`config.mk`:
```
export PLATFORM = sky130hd
export DESIGN_NAME = hack_screen_arbiter
export DESIGN_NICKNAME = d
export VERILOG_FILES = /design/src/rtl/hack_screen_arbiter.sv
export SDC_FILE = /design/constraint.sdc
export NUM_CORES = 1
export LEC_CHECK = 0
export CAP_MARGIN = 10
export CORE_ASPECT_RATIO = 0.6
export CORE_MARGIN = 1.5
export CORE_UTILIZATION = 25
export DETAILED_ROUTE_END_ITERATION = 16
export PLACE_DENSITY = 0.47
export SKIP_LAST_GASP = 1
export SLEW_MARGIN = 20
export SYNTH_ARGS = -nofsm -noshare
export SYNTH_HDL_FRONTEND = slang
export SYNTH_SLANG_ARGS = --single-unit
export TNS_END_PERCENT = 10
```
`constraint.sdc`:
```
create_clock -name clk -period 2.5 [get_ports clk]
set_input_delay 0.5 -clock clk [delete_from_list [all_inputs] [get_ports clk]]
set_output_delay 0.5 -clock clk [all_outputs]
set_load 0.02 [all_outputs]
```
`src/rtl/hack_screen_arbiter.sv`:
```
// Screen RAM port arbiter: the CPU always owns the RAM port, and idle cycles prefetch
// screen words in raster order into a show-ahead FIFO that the VGA side pops.
module hack_screen_arbiter #(
  parameter int DW    = 16,
  parameter int AW    = 13,
  parameter int WORDS = 8192,
  parameter int DEPTH = 8
) (
  input  logic                     clk,
  input  logic                     reset,
  input  logic                     cpu_sel,
  input  logic                     cpu_write,
  input  logic [AW-1:0]            cpu_addr,
  input  logic [DW-1:0]            cpu_wdata,
  output logic [DW-1:0]            cpu_rdata,
  output logic [AW-1:0]            ram_addr,
  output logic                     ram_write,
  output logic [DW-1:0]            ram_wdata,
  input  logic [DW-1:0]            ram_rdata,
  input  logic                     vga_start,
  input  logic                     vga_pop,
  output logic                     vga_valid,
  output logic [DW-1:0]            vga_rdata,
  output logic [$clog2(DEPTH):0]   fifo_level,
  output logic                     underflow
);

  localparam int PW = $clog2(DEPTH);

  logic [DW-1:0] fifo_mem [DEPTH];
  logic [PW-1:0] wr_ptr;
  logic [PW-1:0] rd_ptr;
  logic [PW:0]   level;
  logic [AW-1:0] fetch_addr;
  logic          pend;
  logic [PW+1:0] occupancy;
  logic          issue;
  logic          push;
  logic          pop;

  // Counting the in-flight word against capacity means a returning fetch always has a slot.
  assign occupancy = {1'b0, level} + {{(PW+1){1'b0}}, pend};
  assign issue     = !cpu_sel && !vga_start && (occupancy < (PW+2)'(DEPTH));
  assign push      = pend && !vga_start;
  assign pop       = vga_pop && !vga_start && (level != '0);

  always_comb begin
    ram_addr  = fetch_addr;
    ram_write = 1'b0;
    ram_wdata = cpu_wdata;
    if (cpu_sel) begin
      ram_addr  = cpu_addr;
      ram_write = cpu_write;
    end
  end

  // The CPU-side read mux qualifies this with its own registered select.
  assign cpu_rdata  = ram_rdata;
  assign vga_valid  = (level != '0);
  assign vga_rdata  = fifo_mem[rd_ptr];
  assign fifo_level = level;

  always_ff @(posedge clk or negedge reset) begin
    if (!reset) begin
      fetch_addr <= '0;
      pend       <= 1'b0;
    end else if (vga_start) begin
      fetch_addr <= '0;
      pend       <= 1'b0;
    end else begin
      pend <= issue;
      if (issue) begin
        if (fetch_addr == AW'(WORDS-1)) fetch_addr <= '0;
        else                            fetch_addr <= fetch_addr + 1'b1;
      end
    end
  end

  always_ff @(posedge clk or negedge reset) begin
    if (!reset) begin
      wr_ptr <= '0;
      rd_ptr <= '0;
      level  <= '0;
    end else if (vga_start) begin
      wr_ptr <= '0;
      rd_ptr <= '0;
      level  <= '0;
    end else begin
      if (push) wr_ptr <= wr_ptr + 1'b1;
      if (pop)  rd_ptr <= rd_ptr + 1'b1;
      if (push && !pop)      level <= level + 1'b1;
      else if (!push && pop) level <= level - 1'b1;
    end
  end

  always_ff @(posedge clk or negedge reset) begin
    if (!reset) begin
      for (int i = 0; i < DEPTH; i++) fifo_mem[i] <= '0;
    end else if (push) begin
      fifo_mem[wr_ptr] <= ram_rdata;
    end
  end

  // Sticky until reset; a pop coinciding with a frame restart is ignored entirely.
  always_ff @(posedge clk or negedge reset) begin
    if (!reset)                                     underflow <= 1'b0;
    else if (vga_pop && !vga_start && level == '0)  underflow <= 1'b1;
  end

endmodule
```
==> flow_summary.json, run 1 <==
{
  "synth_top_cell_by_area": "dfrtp_1",
  "async_reset_ff_share_pct": 100,
  "first_global_vias": 5072,
  "ant_nets": 0,
  "cts_buffer_depth": 2,
  "reg2reg_from": "fifo_level[2]",
  "synth_enable_flop_cells": 0,
  "area_growth_pct": 29.0,
  "required_ns": 2.00,
  "nets": 708,
  "die_x_um": 228,
  "synth_nets": 600,
  "finalSetupViolCount": 27,
  "max_freq_mhz": 389,
  "worstSkewPairLatency_ns": 0.42,
  "htreeDepth": 4,
  "start_util_pct": 25.4,
  "crit_path_start_kind": "flop",
  "vias": 4782,
  "grt_first_pass_wirelength_um": 30000,
  "layoutNonFillerInstCount": 1072,
  "slowest_delay_ns": 0.50,
  "layout_setup_ws_ns": -0.0697,
  "p_comb_share_pct": 37.5,
  "ir_drop_mv": 0.404,
  "seq_power_share_pct": 34.5,
  "yosys_warnings": 0,
  "antenna_found_initial": 0,
  "tightest_slew_ns": 0.618,
  "p_int_mw": 6.23,
  "synth_commonest_cells": "153 x dfrtp_1, 147 x mux2_2, 35 x buf_4, 32 x mux4_2, 21 x nand2_1",
  "rsz0062_at_grt": "yes",
  "cts_tree": "built",
  "yosysMostFrequentCell": "dfrtp_1",
  "cts-buffers-inserted": 17,
  "vias_per_cell": 4.46,
  "hold_class": "in -> async",
  "ys_seq_area_share_pct": 50.2,
  "max_cap_viol_count": 0,
  "die-area_mm2": 0.0316,
  "power.switching_mw": 2.76,
  "path_cells": "buf_12 > buf_12 > mux4_2 > mux2_4 > buf_6",
  "clock-sinks": 153,
  "gr-total-overflow": 0,
  "arrival_ns": 2.07,
  "gp_congestion": 0.746,
  "status": "complete, but fails checks",
  "worst_path_max_delay_cell": "mux4_2",
  "crit_buf_inv": 3,
  "place_hpwl_um": 12700,
  "cellPowerDensity_mw_per_mm2": 913,
  "power.total_mw": 8.98,
  "wl_per_cell_um": 17.6,
  "synth_ff_type": "dfrtp_1",
  "finalMaxSlewViolations": 0,
  "synth.distinct_cells": 50,
  "p_sw_share_pct": 30.7,
  "final-hold-violation-count": 0,
  "syn_area_mm2": 0.00763,
  "io_buffer_count": 86,
  "antenna_cells": 0,
  "dieHeight_um": 138,
  "path_max_fanout": 7,
  "syn_area_per_cell_um2": 14.0,
  "crit_top_cell": "buf_12",
  "drt-pass1-iter-count": 4,
  "final_area_mm2": 0.00984,
  "violations": "setup timing",
  "drc": 0,
  "max_slew_margin_pct": 58.8,
  "crit_start": "rd_ptr[0]",
  "min_period_ns": 2.57,
  "pin_count": 119,
  "clock_skew_ns": 0.0119,
  "drive_gt1_share_pct": 45.2,
  "setup.worst_path.class": "reg -> out",
  "num_rows": 49,
  "fin_crit_sh_pct": 103,
  "ys_ff_latch": 153,
  "totalWireLength_um": 18900,
  "final_util_pct": 32.8,
  "grtUsageTotal_pct": 12.4,
  "path_delay_family": "multiplexers",
  "synth_top_area_share_pct": 50.2,
  "design.core.area_mm2": 0.0300,
  "timing.hold.ws_ns": 0.0613,
  "clkSlewWorstSetupHoldPaths_ns": 0.06,
  "synth_cells": 543,
  "dp_cells": 1034,
  "grt_max_degree": 65,
  "p_clk_share_pct": 28.0,
  "p_leak_nw": 4.41,
  "critPathCaptureType": "primary output",
  "synthTopCellsByArea": "dfrtp_1 50%, mux2_2 22%, mux4_2 9.4%",
  "clk_root_buffer_cell": "clkbuf_16",
  "place_area_mm2": 0.00915,
  "drt_iter0_markers": 191
}
[cells by family after synthesis]
group                      count (synthesis)  share of synthesized area [%]
AOI/OAI and AO/OA                         33                           2.90
xor gates and xnor gates                   5                          0.574
adders and majority gates                  6                           1.08
buffers and inverters                     69                           5.54
DFF                                      153                           50.2
muxes                                    192                           33.0
and+or+nand+nor                           85                           6.68
[worst paths after layout]
path,to,slack (ns),depth (start not counted)
worst max register to register,fifo_level[3],0.29,9
max in group asynchronous,fifo_mem[86],1.69,2
worst max-delay path,vga_rdata[15],-0.07,5
worst min register to register,fifo_mem[78],0.49,1
min in group clk,fifo_mem[78],0.49,1
worst min-delay path,fifo_mem[42],0.06,1
[metal layers]
metal | vias up | global-route usage (%) | share of wire [%]
li1 | 2188 | - | -
met4 | 0 | 3.31 | 1.0
met1 | 2504 | 17.3 | 50
met5 | - | 0 | 0
met2 | 74 | 19.4 | 46
met3 | 16 | 2.89 | 2.8
[registers in the layout (all words and copies together) (netlist names)]
| register | count |
|---|---|
| fifo_mem | 128 |
| fifo_level | 4 |
| fetch_addr | 13 |
| pend | 1 |
| wr_ptr | 3 |
| underflow | 1 |
| rd_ptr | 3 |
[what timing repair did]
item,in CTS,in global routing
setup buffers,5,0
hold buffers,0,0
pin swaps,0,0
cloned,3,0
resized for setup,88,10
setup endpoints to repair,27,27
[placed cells by master, fill, tap and decap left out, types with 4 or more instances in the layout]
master	count
buf_12	12
clkinv_2	5
mux2_4	8
o21ai_0	8
clkbuf_16	17
nand3_1	10
a21oi_1	4
nor2_1	12
a21o_1	6
dfrtp_1	152
ha_1	5
clkinvlp_4	4
buf_6	10
buf_2	5
clkdlybuf4s50_1	69
o31ai_1	5
nand4_1	4
inv_1	10
nor4_1	5
mux2_2	139
mux2_1	10
buf_4	50
mux4_2	32
nand2_1	21
nor3_1	4
[power by group through the flow]
stage / clock network [mW] / logic (mW) / registers (mW)
final: 2.51 / 3.37 / 3.10
after global placement: 0 / 3.10 / 3.13
after CTS: 2.59 / 3.45 / 3.10
after detailed placement: 0 / 3.13 / 3.15
after global routing: 2.70 / 3.60 / 3.16
after floorplan: 0 / 1.86 / 3.09
[worst reg2reg max path, stage by stage (launching register included)]
cell	delay [ns]
dfrtp_1	0.47
nor4_4	0.32
inv_1	0.10
nand2_1	0.09
nand2_1	0.09
ha_1	0.28
a21o_1	0.19
a21o_1	0.18
a221o_1	0.34
nand4_1	0.09
[area by class of cell]
| type | count | area [µm²] |
|---|---|---|
| clock inverter | 12 | 124 |
| clock buffer | 20 | 447 |
| inverter | 10 | 37.5 |
| tap | 408 | 510 |
| timing repair buffer | 148 | 1490 |
| fill | 2890 | 20100 |
| sequential | 153 | 3830 |
| multi-input combinational | 321 | 3410 |
[metrics by stage]
step	TNS, ns	setup WS (ns)
2_1_floorplan	0	0.133
3_3_place_gp	-0.388	-0.0425
3_5_place_dp	-0.479	-0.0614
4_1_cts	-2.09	-0.120
5_1_grt	-2.56	-0.139
6_report	-1.07	-0.0697
No activity file was read; power rests on OpenSTA's default activity.
==> inputs of run 2 (changes only) <==
Settings changed: CAP_MARGIN 10 to 25, SETUP_SLACK_MARGIN set to 0.02, TNS_END_PERCENT 10 to unset.
==> run 2 against run 1 <==
Critical path depth did not move. Final area up 0.24%. The flow still finishes with violations (setup timing). Largest power group unchanged. Clock skew hardly changed.
==> flow_summary.json, run 2 (synthesis gave the netlist of run 1 again) <==
{
  "setup.worst_path.class": "reg -> out",
  "antenna_found_initial": 0,
  "gr-total-overflow": 0,
  "drc": 0,
  "vias_per_cell": 4.48,
  "clock_skew_ns": 0.0119,
  "max_slew_margin_pct": 58.8,
  "drt-pass1-iter-count": 4,
  "max_freq_mhz": 389,
  "rsz0062_at_grt": "yes",
  "ant_nets": 0,
  "wl_per_cell_um": 17.6,
  "arrival_ns": 2.07,
  "grt_first_pass_wirelength_um": 30000,
  "cellPowerDensity_mw_per_mm2": 921,
  "final_area_mm2": 0.00986,
  "cts-buffers-inserted": 17,
  "clock-sinks": 153,
  "final_util_pct": 32.9,
  "p_leak_nw": 4.46,
  "slowest_delay_ns": 0.50,
  "max_cap_viol_count": 0,
  "crit_start": "rd_ptr[0]",
  "nets": 707,
  "drt_iter0_markers": 193,
  "reg2reg_from": "fifo_level[2]",
  "tightest_slew_ns": 0.617,
  "fin_crit_sh_pct": 103,
  "hold_class": "in -> async",
  "violations": "setup timing",
  "ir_drop_mv": 0.403,
  "clkSlewWorstSetupHoldPaths_ns": 0.06,
  "worstSkewPairLatency_ns": 0.42,
  "antenna_cells": 0,
  "drive_gt1_share_pct": 45.1,
  "pin_count": 119,
  "final_cell_mix": "152 x dfrtp_1, 132 x mux2_2, 58 x clkdlybuf4s50_1, 48 x buf_4, 32 x mux4_2",
  "path_cells": "buf_12 > buf_12 > mux4_2 > mux2_4 > buf_6",
  "layout_setup_ws_ns": -0.0739,
  "finalSetupViolCount": 15,
  "cts_tree": "built",
  "final-hold-violation-count": 0,
  "die_x_um": 228,
  "place_area_mm2": 0.00915,
  "place_hpwl_um": 12700,
  "largest_reg_flops": 128,
  "reg2reg_depth": 9,
  "gp_congestion": 0.746,
  "start_util_pct": 25.4,
  "hold_buffers": 0,
  "dieHeight_um": 138,
  "totalWireLength_um": 18900,
  "worst_path_max_delay_cell": "mux4_2",
  "min_period_ns": 2.57,
  "die-area_mm2": 0.0316,
  "status": "complete, but fails checks",
  "r2r-end": "fifo_level[3]",
  "required_ns": 2.00,
  "num_rows": 49,
  "critPathCaptureType": "primary output",
  "mostFrequentLayoutCell": "dfrtp_1",
  "vias": 4799,
  "area_growth_pct": 29.3,
  "path_max_fanout": 7,
  "grtUsageTotal_pct": 12.5,
  "clk_root_buffer_cell": "clkbuf_16",
  "first_global_vias": 5085,
  "top_register": "fifo_mem",
  "finalMaxSlewViolations": 0,
  "cts_buffer_depth": 2,
  "crit_path_start_kind": "flop",
  "rrSetupSlack_ns": 0.29,
  "grt_max_degree": 65,
  "htreeDepth": 4,
  "io_buffer_count": 86,
  "crit_top_cell": "buf_12",
  "design.core.area_mm2": 0.0300
}
-- run 2: cell count changes in the layout (fill, tap and decap cells not counted), moves of 2 or more --
cell / before / now
buf_4: 50 / 48
buf_6: 10 / 17
buf_2: 5 / 0
mux2_2: 139 / 132
mux2_4: 8 / 15
clkdlybuf4s50_1: 69 / 58
dlygate4sd2_1: 0 / 11
-- run 2: how the worst max path moves through the flow --
stage	to	slack [ns]	cells past startpoint
floorplan	fifo_level[3]	0.13	9
global route	vga_rdata[1]	-0.14	5
CTS	vga_rdata[14]	-0.12	6
finish	vga_rdata[15]	-0.07	5
global placement	ram_addr[6]	-0.04	4
detailed placement	ram_addr[10]	-0.06	4
-- run 2: where the power goes --
group          switching [mW]  total, mW  internal [mW]
Clock                    1.02       2.51           1.49
Sequential              0.245       3.10           2.86
Combinational            1.51       3.47           1.96
Total                    2.78       9.09           6.31
-- run 2: per-layer routing --
metal	wire [µm]	track usage (%)	share of wire (%)	up-vias
met5	0	0	0	-
met4	195	3.31	1.0	0
met3	493	2.89	2.6	16
met2	8720	19.5	46	66
met1	9490	17.3	50	2532
li1	-	-	-	2185
-- run 2: what timing repair did --
item	CTS	global route
buffers inserted	5	0
endpoints found under the hold margin	0	0
gates resized for setup	122	5
cloned	3	0
setup endpoints to repair	27	16
-- run 2: final cells by class --
cell class	instances	area, µm²
clock buffer	20	447
clock inverter	12	124
fill	2893	20100
inverter	10	37.5
multi-input combinational	321	3430
sequential	153	3830
tap	408	510
timing repair buffer	147	1480
-- run 2: critical path: cells and delay by family, from the launching register on --
kind	cells	cell delay (ns)
buf+inv	3	0.43
mux	2	0.81
flops	1	0.41
-- run 2: stage by stage --
stage / cells / TNS [ns] / hold slack [ns] / setup slack (ns) / total power, mW
after floorplan: 543 / 0 / 0.204 / 0.133 / 4.96
after global placement: 1034 / -0.388 / 0.462 / -0.0425 / 6.23
after detailed placement: 1034 / -0.479 / 0.475 / -0.0614 / 6.28
after CTS: 1074 / -1.37 / 0.0809 / -0.120 / 9.34
after global routing: 1071 / -1.47 / 0.106 / -0.139 / 9.56
final: 1071 / -0.565 / 0.0627 / -0.0739 / 9.09
==> inputs of run 3 (changes only) <==
Settings changed: CORE_MARGIN 1.5 to 2, CTS_CLUSTER_SIZE set to 40.
==> run 3 against run 2 <==
The run still ends with setup timing left. Fmax up 0.99%. Worst setup slack better by 0.025 ns. Combinational power shrank 2%.
==> flow_summary.json, run 3 (synthesis gave the netlist of run 1 again) <==
{
  "status": "complete, but fails checks",
  "violations": "setup timing",
  "min_period_ns": 2.55,
  "r2r-end": "fifo_level[3]",
  "area_growth_pct": 30.3,
  "clock-sinks": 153,
  "ant_nets": 0,
  "top_register": "fifo_mem",
  "drt-pass1-iter-count": 5,
  "totalWireLength_um": 19400,
  "hold_class": "in -> async",
  "path_max_fanout": 8,
  "first_global_vias": 5273,
  "grt_first_pass_wirelength_um": 31200,
  "pin_count": 119,
  "vias_per_cell": 4.50,
  "num_rows": 49,
  "rsz0062_at_grt": "yes",
  "setup.worst_path.class": "reg -> out",
  "cts-buffers-inserted": 17,
  "cts_buffer_depth": 2,
  "p_leak_nw": 4.52,
  "layout_setup_ws_ns": -0.0487,
  "mostFrequentLayoutCell": "dfrtp_1",
  "crit_path_start_kind": "flop",
  "grtUsageTotal_pct": 12.8,
  "drive_gt1_share_pct": 45.2,
  "final_cell_mix": "152 x dfrtp_1, 136 x mux2_2, 55 x clkdlybuf4s50_1, 43 x buf_4, 32 x mux4_2",
  "drc": 0,
  "place_hpwl_um": 12900,
  "dieHeight_um": 139,
  "gp_congestion": 0.758,
  "grt_max_degree": 50,
  "clkSlewWorstSetupHoldPaths_ns": 0.06,
  "clk_root_buffer_cell": "clkbuf_16",
  "wl_per_cell_um": 18.1,
  "nets": 708,
  "vias": 4820,
  "reg2reg_depth": 9,
  "drt_iter0_markers": 246,
  "cellPowerDensity_mw_per_mm2": 916,
  "max_freq_mhz": 392,
  "die_x_um": 229,
  "design.core.area_mm2": 0.0300,
  "gr-total-overflow": 0,
  "max_slew_margin_pct": 62.6,
  "ir_drop_mv": 0.562,
  "reg2reg_from": "fifo_level[0]",
  "tightest_slew_ns": 0.555,
  "antenna_cells": 0,
  "io_buffer_count": 86,
  "finalMaxSlewViolations": 0,
  "final-hold-violation-count": 0,
  "place_area_mm2": 0.00918,
  "critPathCaptureType": "primary output",
  "die-area_mm2": 0.0320,
  "required_ns": 2.00,
  "final_area_mm2": 0.00994,
  "largest_reg_flops": 128,
  "htreeDepth": 4,
  "arrival_ns": 2.05,
  "fin_crit_sh_pct": 102,
  "max_cap_viol_count": 0,
  "cts_tree": "built",
  "start_util_pct": 25.4,
  "power.total_mw": 9.10,
  "clock_skew_ns": 0.0135,
  "antenna_found_initial": 0,
  "finalSetupViolCount": 13,
  "rrSetupSlack_ns": 0.30,
  "worstSkewPairLatency_ns": 0.43
}
[run 3: worst max-delay path by stage]
stage / startpoint / slack (ns) / depth (start not counted) / to
after detailed placement: cpu_sel / -0.08 / 4 / ram_addr[1]
after global placement: cpu_sel / -0.05 / 4 / ram_addr[3]
final: rd_ptr[0] / -0.05 / 5 / vga_rdata[4]
after global routing: rd_ptr[0] / -0.13 / 5 / vga_rdata[2]
after CTS: rd_ptr[0] / -0.15 / 6 / vga_rdata[11]
after floorplan: fifo_level[0] / 0.13 / 9 / fifo_level[3]
[run 3: cell type report]
cell class | instances | area, µm²
multi-input combinational | 321 | 3420
tap | 408 | 510
inverter | 10 | 37.5
timing repair buffer | 148 | 1560
sequential | 153 | 3830
fill | 2915 | 20000
clock buffer | 21 | 470
clock inverter | 10 | 119
[run 3: through the flow]
stage          TNS (ns)  setup WS [ns]  hold slack (ns)  utilization [%]  instances
2_1_floorplan         0          0.133            0.204                -        543
3_3_place_gp     -0.483        -0.0546            0.455             30.6       1033
3_5_place_dp     -0.710        -0.0805            0.456             30.6       1033
4_1_cts           -1.45         -0.153           0.0356             33.0       1072
5_1_grt           -1.35         -0.128           0.0433             33.2       1071
6_report         -0.344        -0.0487           0.0257             33.2       1071
[run 3: worst max-delay path, cell delays in order, from the launching register on]
cell,delay [ns]
dfrtp_2,0.41
buf_12,0.13
buf_12,0.14
mux4_2,0.52
mux2_4,0.29
buf_6,0.13
[run 3: repair_timing]
action / 4_1_cts / 5_1_grt
gates cloned: 1 / 0
endpoints found under the setup margin: 27 / 19
resized for setup: 108 / 22
hold endpoints to repair: 0 / 0
hold buffers: 0 / 0
buffers inserted: 7 / 0
[run 3: layer usage]
metal,track usage (%),share of wire [%],up-vias
met4,3.38,1.2,0
li1,-,-,2183
met1,17.3,47,2514
met5,0,0,-
met2,20.2,47,100
met3,3.38,4.5,23
[run 3: power by group]
group / switching, mW / total, mW / leakage [nW] / internal (mW)
combinational: 1.46 / 3.40 / 2.18 / 1.94
clock: 1.04 / 2.58 / 0.282 / 1.55
sequential: 0.264 / 3.12 / 2.06 / 2.86
